## src/rtl/dropout_pkg.sv

```systemverilog
// Shared types and constants for the dropout scheduling controller.
// Holds the FSM state encoding and the 16-bit LFSR polynomial/seed values.
package dropout_pkg;

  typedef enum logic [1:0] {
    IDLE = 2'd0,
    SEED = 2'd1,
    GEN  = 2'd2,
    RUN  = 2'd3
  } state_t;

  // Feedback taps at bits 15, 13, 12 and 10.
  localparam logic [15:0] LFSR_TAPS         = 16'hB400;
  localparam logic [15:0] LFSR_DEFAULT_SEED = 16'hACE1;
  localparam logic [15:0] LFSR_RESET_VALUE  = 16'h0001;

  localparam int NEURONS_DEF = 8;
  localparam int DATA_W_DEF  = 8;

  function automatic logic [15:0] lfsrStep(input logic [15:0] s);
    return {s[14:0], ^(s & LFSR_TAPS)};
  endfunction

endpackage

```

## src/rtl/dropout_lfsr16.sv

```systemverilog
// 16-bit Fibonacci LFSR that can be loaded with a seed or advanced one step.
// A zero seed would lock the register up, so it is replaced by a fixed default.
module dropout_lfsr16
  import dropout_pkg::*;
(
  input  logic        clk,
  input  logic        rst_n,
  input  logic        i_load,
  input  logic        i_advance,
  input  logic [15:0] i_seed,
  output logic [15:0] o_next
);

  logic [15:0] r_lfsr;
  logic [15:0] w_next;

  assign w_next = lfsrStep(r_lfsr);
  assign o_next = w_next;

  always_ff @(posedge clk or negedge rst_n) begin
    if (!rst_n) begin
      r_lfsr <= LFSR_RESET_VALUE;
    end else if (i_load) begin
      r_lfsr <= (i_seed == 16'h0000) ? LFSR_DEFAULT_SEED : i_seed;
    end else if (i_advance) begin
      r_lfsr <= w_next;
    end
  end

endmodule

```

## src/rtl/dropout_sched_ctrl.sv

```systemverilog
// Dropout controller: builds a keep mask from an LFSR once per batch and
// zeroes dropped neurons in the serial neuron-value stream.
module dropout_sched_ctrl
  import dropout_pkg::*;
#(
  parameter int NEURONS = NEURONS_DEF,
  parameter int DATA_W  = DATA_W_DEF,
  parameter int LFSR_W  = 16,
  parameter int BATCH_W = 8,
  localparam int IDX_W  = $clog2(NEURONS)
) (
  input  logic               clk,
  input  logic               rst_n,
  input  logic               i_start,
  input  logic               i_stop,
  input  logic               i_cfg_en,
  input  logic [7:0]         i_cfg_rate,
  input  logic [LFSR_W-1:0]  i_cfg_seed,
  input  logic [BATCH_W-1:0] i_cfg_batch_len,
  input  logic               i_in_valid,
  output logic               o_in_ready,
  input  logic [DATA_W-1:0]  i_in_data,
  output logic               o_out_valid,
  input  logic               i_out_ready,
  output logic [DATA_W-1:0]  o_out_data,
  output logic [IDX_W-1:0]   o_out_idx,
  output logic [NEURONS-1:0] o_mask,
  output logic               o_mask_valid,
  output logic               o_busy
);

  state_t r_state;
  state_t w_nextState;

  logic [IDX_W-1:0]   r_genCnt;
  logic [IDX_W-1:0]   r_idx;
  logic [BATCH_W-1:0] r_sampleCnt;
  logic [BATCH_W-1:0] r_batchLen;
  logic [BATCH_W-1:0] w_batchLast;
  logic [NEURONS-1:0] r_mask;
  logic               r_outValid;
  logic [DATA_W-1:0]  r_outData;
  logic [IDX_W-1:0]   r_outIdx;

  logic        w_inReady;
  logic        w_accept;
  logic        w_lastBeat;
  logic        w_batchEnd;
  logic        w_genDone;
  logic [15:0] w_lfsrNext;
  logic        w_unusedLfsrHigh;

  assign w_accept    = i_in_valid && w_inReady;
  assign w_lastBeat  = w_accept && (r_idx == IDX_W'(NEURONS - 1));
  // Length 0 wraps to all-ones, giving 2^BATCH_W samples per mask.
  assign w_batchLast = r_batchLen - BATCH_W'(1);
  assign w_batchEnd  = (r_sampleCnt == w_batchLast);
  assign w_genDone   = (r_genCnt == IDX_W'(NEURONS - 1));

  assign w_unusedLfsrHigh = ^w_lfsrNext[15:8];

  dropout_lfsr16 u_lfsr (
    .clk       (clk),
    .rst_n     (rst_n),
    .i_load    (r_state == SEED),
    .i_advance (r_state == GEN),
    .i_seed    (i_cfg_seed),
    .o_next    (w_lfsrNext)
  );

  always_ff @(posedge clk or negedge rst_n) begin
    if (!rst_n) r_state <= IDLE;
    else        r_state <= w_nextState;
  end

  always_comb begin
    w_nextState = r_state;
    case (r_state)
      IDLE: if (i_start) w_nextState = SEED;
      SEED: w_nextState = GEN;
      GEN:  if (w_genDone) w_nextState = RUN;
      RUN: begin
        // Stop outranks the batch end; both only act on the last beat of a sample.
        if (w_lastBeat) begin
          if (i_stop)          w_nextState = IDLE;
          else if (w_batchEnd) w_nextState = GEN;
        end
      end
      default: w_nextState = IDLE;
    endcase
  end

  always_comb begin
    w_inReady    = (r_state == RUN) && (!r_outValid || i_out_ready);
    o_mask_valid = (r_state == RUN);
    o_busy       = (r_state != IDLE);
  end

  assign o_in_ready  = w_inReady;
  assign o_out_valid = r_outValid;
  assign o_out_data  = r_outData;
  assign o_out_idx   = r_outIdx;
  assign o_mask      = r_mask;

  always_ff @(posedge clk or negedge rst_n) begin
    if (!rst_n) begin
      r_genCnt   <= '0;
      r_batchLen <= '0;
      r_mask     <= '1;
    end else begin
      r_genCnt <= (r_state == GEN) ? r_genCnt + IDX_W'(1) : '0;
      if (r_state == SEED || r_state == GEN) r_batchLen <= i_cfg_batch_len;
      if (r_state == GEN)
        r_mask[r_genCnt] <= ~(i_cfg_en & (w_lfsrNext[7:0] < i_cfg_rate));
    end
  end

  always_ff @(posedge clk or negedge rst_n) begin
    if (!rst_n) begin
      r_idx       <= '0;
      r_sampleCnt <= '0;
    end else if (w_accept) begin
      r_idx <= r_idx + IDX_W'(1);
      if (w_lastBeat) begin
        r_sampleCnt <= (i_stop || w_batchEnd) ? '0 : r_sampleCnt + BATCH_W'(1);
      end
    end
  end

  // Output register holds its beat under backpressure.
  always_ff @(posedge clk or negedge rst_n) begin
    if (!rst_n) begin
      r_outValid <= 1'b0;
      r_outData  <= '0;
      r_outIdx   <= '0;
    end else if (w_accept) begin
      r_outValid <= 1'b1;
      r_outData  <= r_mask[r_idx] ? i_in_data : '0;
      r_outIdx   <= r_idx;
    end else if (i_out_ready) begin
      r_outValid <= 1'b0;
    end
  end

endmodule

```

## config.mk

```make
export PLATFORM = sky130hd
export DESIGN_NAME = dropout_sched_ctrl
export DESIGN_NICKNAME = d
export VERILOG_FILES = /design/src/rtl/dropout_pkg.sv /design/src/rtl/dropout_lfsr16.sv /design/src/rtl/dropout_sched_ctrl.sv
export SDC_FILE = /design/constraint.sdc
export NUM_CORES = 1
export LEC_CHECK = 0
export BUFFER_PORTS_ARGS = -buffer_cell sky130_fd_sc_hd__buf_2
export CAP_MARGIN = 0
export CORE_MARGIN = 1.5
export CORE_UTILIZATION = 42
export DETAILED_ROUTE_END_ITERATION = 16
export HOLD_SLACK_MARGIN = 0.15
export PLACE_DENSITY = 0.67
export SYNTH_ARGS = -nofsm -noshare
export SYNTH_HDL_FRONTEND = slang
export SYNTH_SLANG_ARGS = --single-unit
export TNS_END_PERCENT = 1
```

## constraint.sdc

```tcl
create_clock -name clk -period 1.8 [get_ports clk]
set_input_delay 0.09 -clock clk [delete_from_list [all_inputs] [get_ports clk]]
set_output_delay 0.09 -clock clk [all_outputs]
set_load 0.05 [all_outputs]
```

==> results.tsv <==
stage	metric	value	unit
run_status	run status	finished, final reports clean	
final_layout	most frequent cells in the layout	69 x buf_2, 51 x dfrtp_1, 37 x nand2_1	
power_and_ir_drop	pwr dens	1640	mW/mm2
worst_setup_path	critical path arrival	2.03	ns
clocking	CTS Buf Count	9	
final_layout	number of fill cells in the layout	687	
final_layout	final core occ	58.2	%
sta	RSZ-0062 raised after global routing	true	
global_route	vias in the first global route	2978	
sta	worst-case clock skew	0.00663	ns
worst_setup_path	Crit-path slowest cell	dfrtp_1	
clocking	clock buffer depth	2	
global_route	Global Route Usage Sum	19.8	%
yosys	cells after synthesis	333	
global_route	largest net degree at the start of global routing	43	
yosys	flops & latches, synth	60	
detailed_routing	first-iteration detailed-routing DRC count	87	
sta	Fin. Hold Viols	0	
final_layout	fin area	0.00448	mm2
worst_setup_path	Setup Crit Path Kind	flop to flop	
detailed_routing	wire length per cell	13.8	um
worst_setup_path	Crit. End Element	flop	
yosys	cell area after synthesis	0.00331	mm2
yosys	Yosys Warn Count	0	
min_path	hold crit path type	input port to flop	
die	Die Ht	91.8	um
clocking	CTS Root Cell	clkbuf_8	
placement	DP Area	0.00394	mm2
worst_setup_path	Critical Path RT	2.05	ns
die	core box area	0.00769	mm2
sta	Hold WS	0.199	ns
clocking	Sink Count	60	
worst_setup_path	max incr delay on CP	0.49	ns
yosys	Post-synth EDFFs	0	
clocking	CTS tree	built	
power_and_ir_drop	PnR Total Power	7.35	mW
sta	Max-slew headroom	76.4	%
sta	fmax	563	MHz
die	die area	0.00842	mm2
sta	Worst Max-Slew Pin Slew	0.353	ns
die	Site Rows	32	
detailed_routing	Antenna Nets Post-Route	0	
die	io pins	70	
global_route	initial antenna violation count	0	
global_route	global-route wire length before repair	13200	um
yosys	Seq/Total Area, Yosys	45.7	%
final_layout	most common cell after layout, fill and taps aside	buf_2	
global_route	grt ovf	0	
sta	# setup viols final	0	
worst_setup_path	crit path max fanout	5	
detailed_routing	Via density	5.11	
final_layout	layout cells sized above 1	30.7	%
detailed_routing	DR pass1 iterations	4	
min_path	Hold EP	r_sampleCnt[0]$_DFFE_PN0P_	
placement	IO Port Bufs	69	
detailed_routing	Via Count	2887	
power_and_ir_drop	Static Leak	2.14	nW
power_and_ir_drop	Peak VDD IR	918	uV
sta	final slew viol count	0	
final_layout	Layout Nets	524	
min_path	hold_sp	i_in_valid	
worst_setup_path	CP Launch Type	flop	
detailed_routing	WL final	7790	um
clocking	H-Tree Depth	3	
die	die width	91.8	um
worst_setup_path	RR Endpoint	r_sampleCnt[6]$_DFFE_PN0P_	
yosys	asr flop ratio synth	100	%
worst_setup_path	worst path cell trace	ha_1 > ha_1 > inv_1 > nor2_4 > nand3_1 > or3_1 > a22oi_1	
worst_setup_path	setup slack, reg-to-reg	0.02	ns
placement	DPL Wire Length	5390	um
worst_setup_path	Reg2Reg Depth	7	
yosys	Synth Flop Type	dfrtp_1	
min_path	hold path depth	4	
yosys	Synthesized Nets	398	
placement	Final Wtd Congestion	0.798	
die	Initial Util	43.0	%
sta	fin crit share	98.6	%
worst_setup_path	Crit Reg-Reg Startpoint	r_idx[0]$_DFFE_PN0P_	
final_layout	area grow syn2layout	35.3	%
job	max-capacitance violation count	0	
yosys	unique cell type count in the Yosys netlist	45	
clocking	clk_lat worst skew	0.34	ns
detailed_routing	drt drc	0	
yosys	Syn Area/Cell	9.93	um2
worst_setup_path	most numerous cell on the critical path	ha_1	
final_layout	# diodes	0	
sta	Final Critical Period	1.78	ns
clocking	Clk pin slew, worst setup/hold paths	0.07	ns
[metal layers]
layer  up-vias  track usage (%)  part of all wire [%]
met5         -                0                     0
met4         0             8.72                   2.0
met2        83             34.5                    49
met1      1357             23.2                    44
li1       1432                -                     -
met3        15             4.48                   4.7
[critical path, delay by kind of cell (launching register included)]
kind / cells / cell delay [ns]
simple gates: 3 / 0.56
compound gates: 1 / 0.16
buf+inv: 1 / 0.09
flops: 1 / 0.49
fa+ha+maj: 2 / 0.39
[stage by stage]
stage	TNS, ns	setup WS [ns]	cells
2_1_floorplan	0	0.0477	333
3_3_place_gp	0	0.0261	514
3_5_place_dp	-0.00105	-0.00105	514
4_1_cts	0	0.00833	564
5_1_grt	-0.801	-0.110	565
6_report	0	0.0246	565
[how the worst max path moves through the flow]
| stage | from | end | slack, ns | depth (start not counted) |
|---|---|---|---|---|
| floorplan | o_out_valid$_DFFE_PN0P_ | r_sampleCnt[6]$_DFFE_PN0P_ | 0.05 | 6 |
| CTS | r_batchLen[1]$_DFFE_PN0P_ | r_sampleCnt[6]$_DFFE_PN0P_ | 0.008 | 7 |
| finish | r_idx[0]$_DFFE_PN0P_ | r_sampleCnt[6]$_DFFE_PN0P_ | 0.02 | 7 |
| detailed placement | r_batchLen[1]$_DFFE_PN0P_ | r_sampleCnt[6]$_DFFE_PN0P_ | -0.001 | 8 |
| global placement | r_batchLen[0]$_DFFE_PN0P_ | r_sampleCnt[6]$_DFFE_PN0P_ | 0.03 | 8 |
| global route | r_batchLen[0]$_DFFE_PN0P_ | r_sampleCnt[6]$_DFFE_PN0P_ | -0.11 | 8 |
[power by group]
group | switching [mW] | internal (mW) | total [mW]
registers | 0.497 | 1.95 | 2.45
clock network | 0.552 | 0.490 | 1.04
logic | 2.27 | 1.60 | 3.86
[cell type report]
class / count / area [um2] / share of cell area (%)
multi-input combinational: 238 / 1690 / 37.8
sequential: 60 / 1510 / 33.8
timing repair buffer: 126 / 886 / 19.8
tap: 102 / 128 / 2.85
clock buffer: 9 / 124 / 2.77
inverter: 24 / 90.1 / 2.01
clock inverter: 6 / 42.5 / 0.951
[cell usage after synthesis, types with 2 or more instances]
cell | number | area share (%)
and3_1 | 2 | 0.38
ha_1 | 18 | 6.8
inv_1 | 24 | 2.7
nor4_1 | 6 | 1.1
mux4_2 | 2 | 1.4
a21oi_1 | 18 | 2.7
nand2b_1 | 4 | 0.76
a22o_1 | 8 | 2.1
xnor2_1 | 7 | 1.9
nor2b_1 | 2 | 0.38
o221ai_1 | 8 | 2.1
o21ai_1 | 5 | 0.76
a21o_1 | 4 | 0.91
nand3_2 | 2 | 0.61
nand3b_1 | 2 | 0.45
or3_1 | 2 | 0.38
nand2_1 | 37 | 4.2
a22oi_1 | 6 | 1.4
mux2_2 | 7 | 2.4
nand4_1 | 4 | 0.76
buf_2 | 3 | 0.45
nand3_1 | 11 | 1.7
o21ai_0 | 19 | 2.9
mux2i_1 | 14 | 4.2
xor2_1 | 7 | 1.9
or2_2 | 7 | 1.3
and2_1 | 6 | 1.1
nor3_1 | 3 | 0.45
clkbuf_1 | 7 | 0.79
nor2_1 | 15 | 1.7
dfstp_2 | 9 | 7.1
dfrtp_1 | 51 | 39
[kinds of logic (layout without fill, tap and decap cells)]
family          after synthesis  count (layout)  synth area share (%)
simple gates                109             109                  16.9
compound gates               74              74                  14.8
flops                        60              60                  45.7
buf+inv                      35             165                  4.08
mux                          23              23                  7.98
fa+ha+maj                    18              18                  6.81
xor+xnor                     14              14                  3.71
[timing repair]
item	in CTS	in global routing
endpoints found under the hold margin	101	0
pin swaps	1	3
setup endpoints to repair	3	26
gates resized for setup	0	4
hold buffers	35	0
buffers inserted	0	1
[flip-flops by register name, indices dropped and copies added, names as in the netlist]
register	cells
o_out_data	8
r_batchLen	8
o_out_idx	3
r_genCnt	3
u_lfsr.r_lfsr	16
r_state	2
o_out_valid	1
r_idx	3
r_sampleCnt	8
o_mask	8
Note: power is estimated with default switching activity, not from simulation.
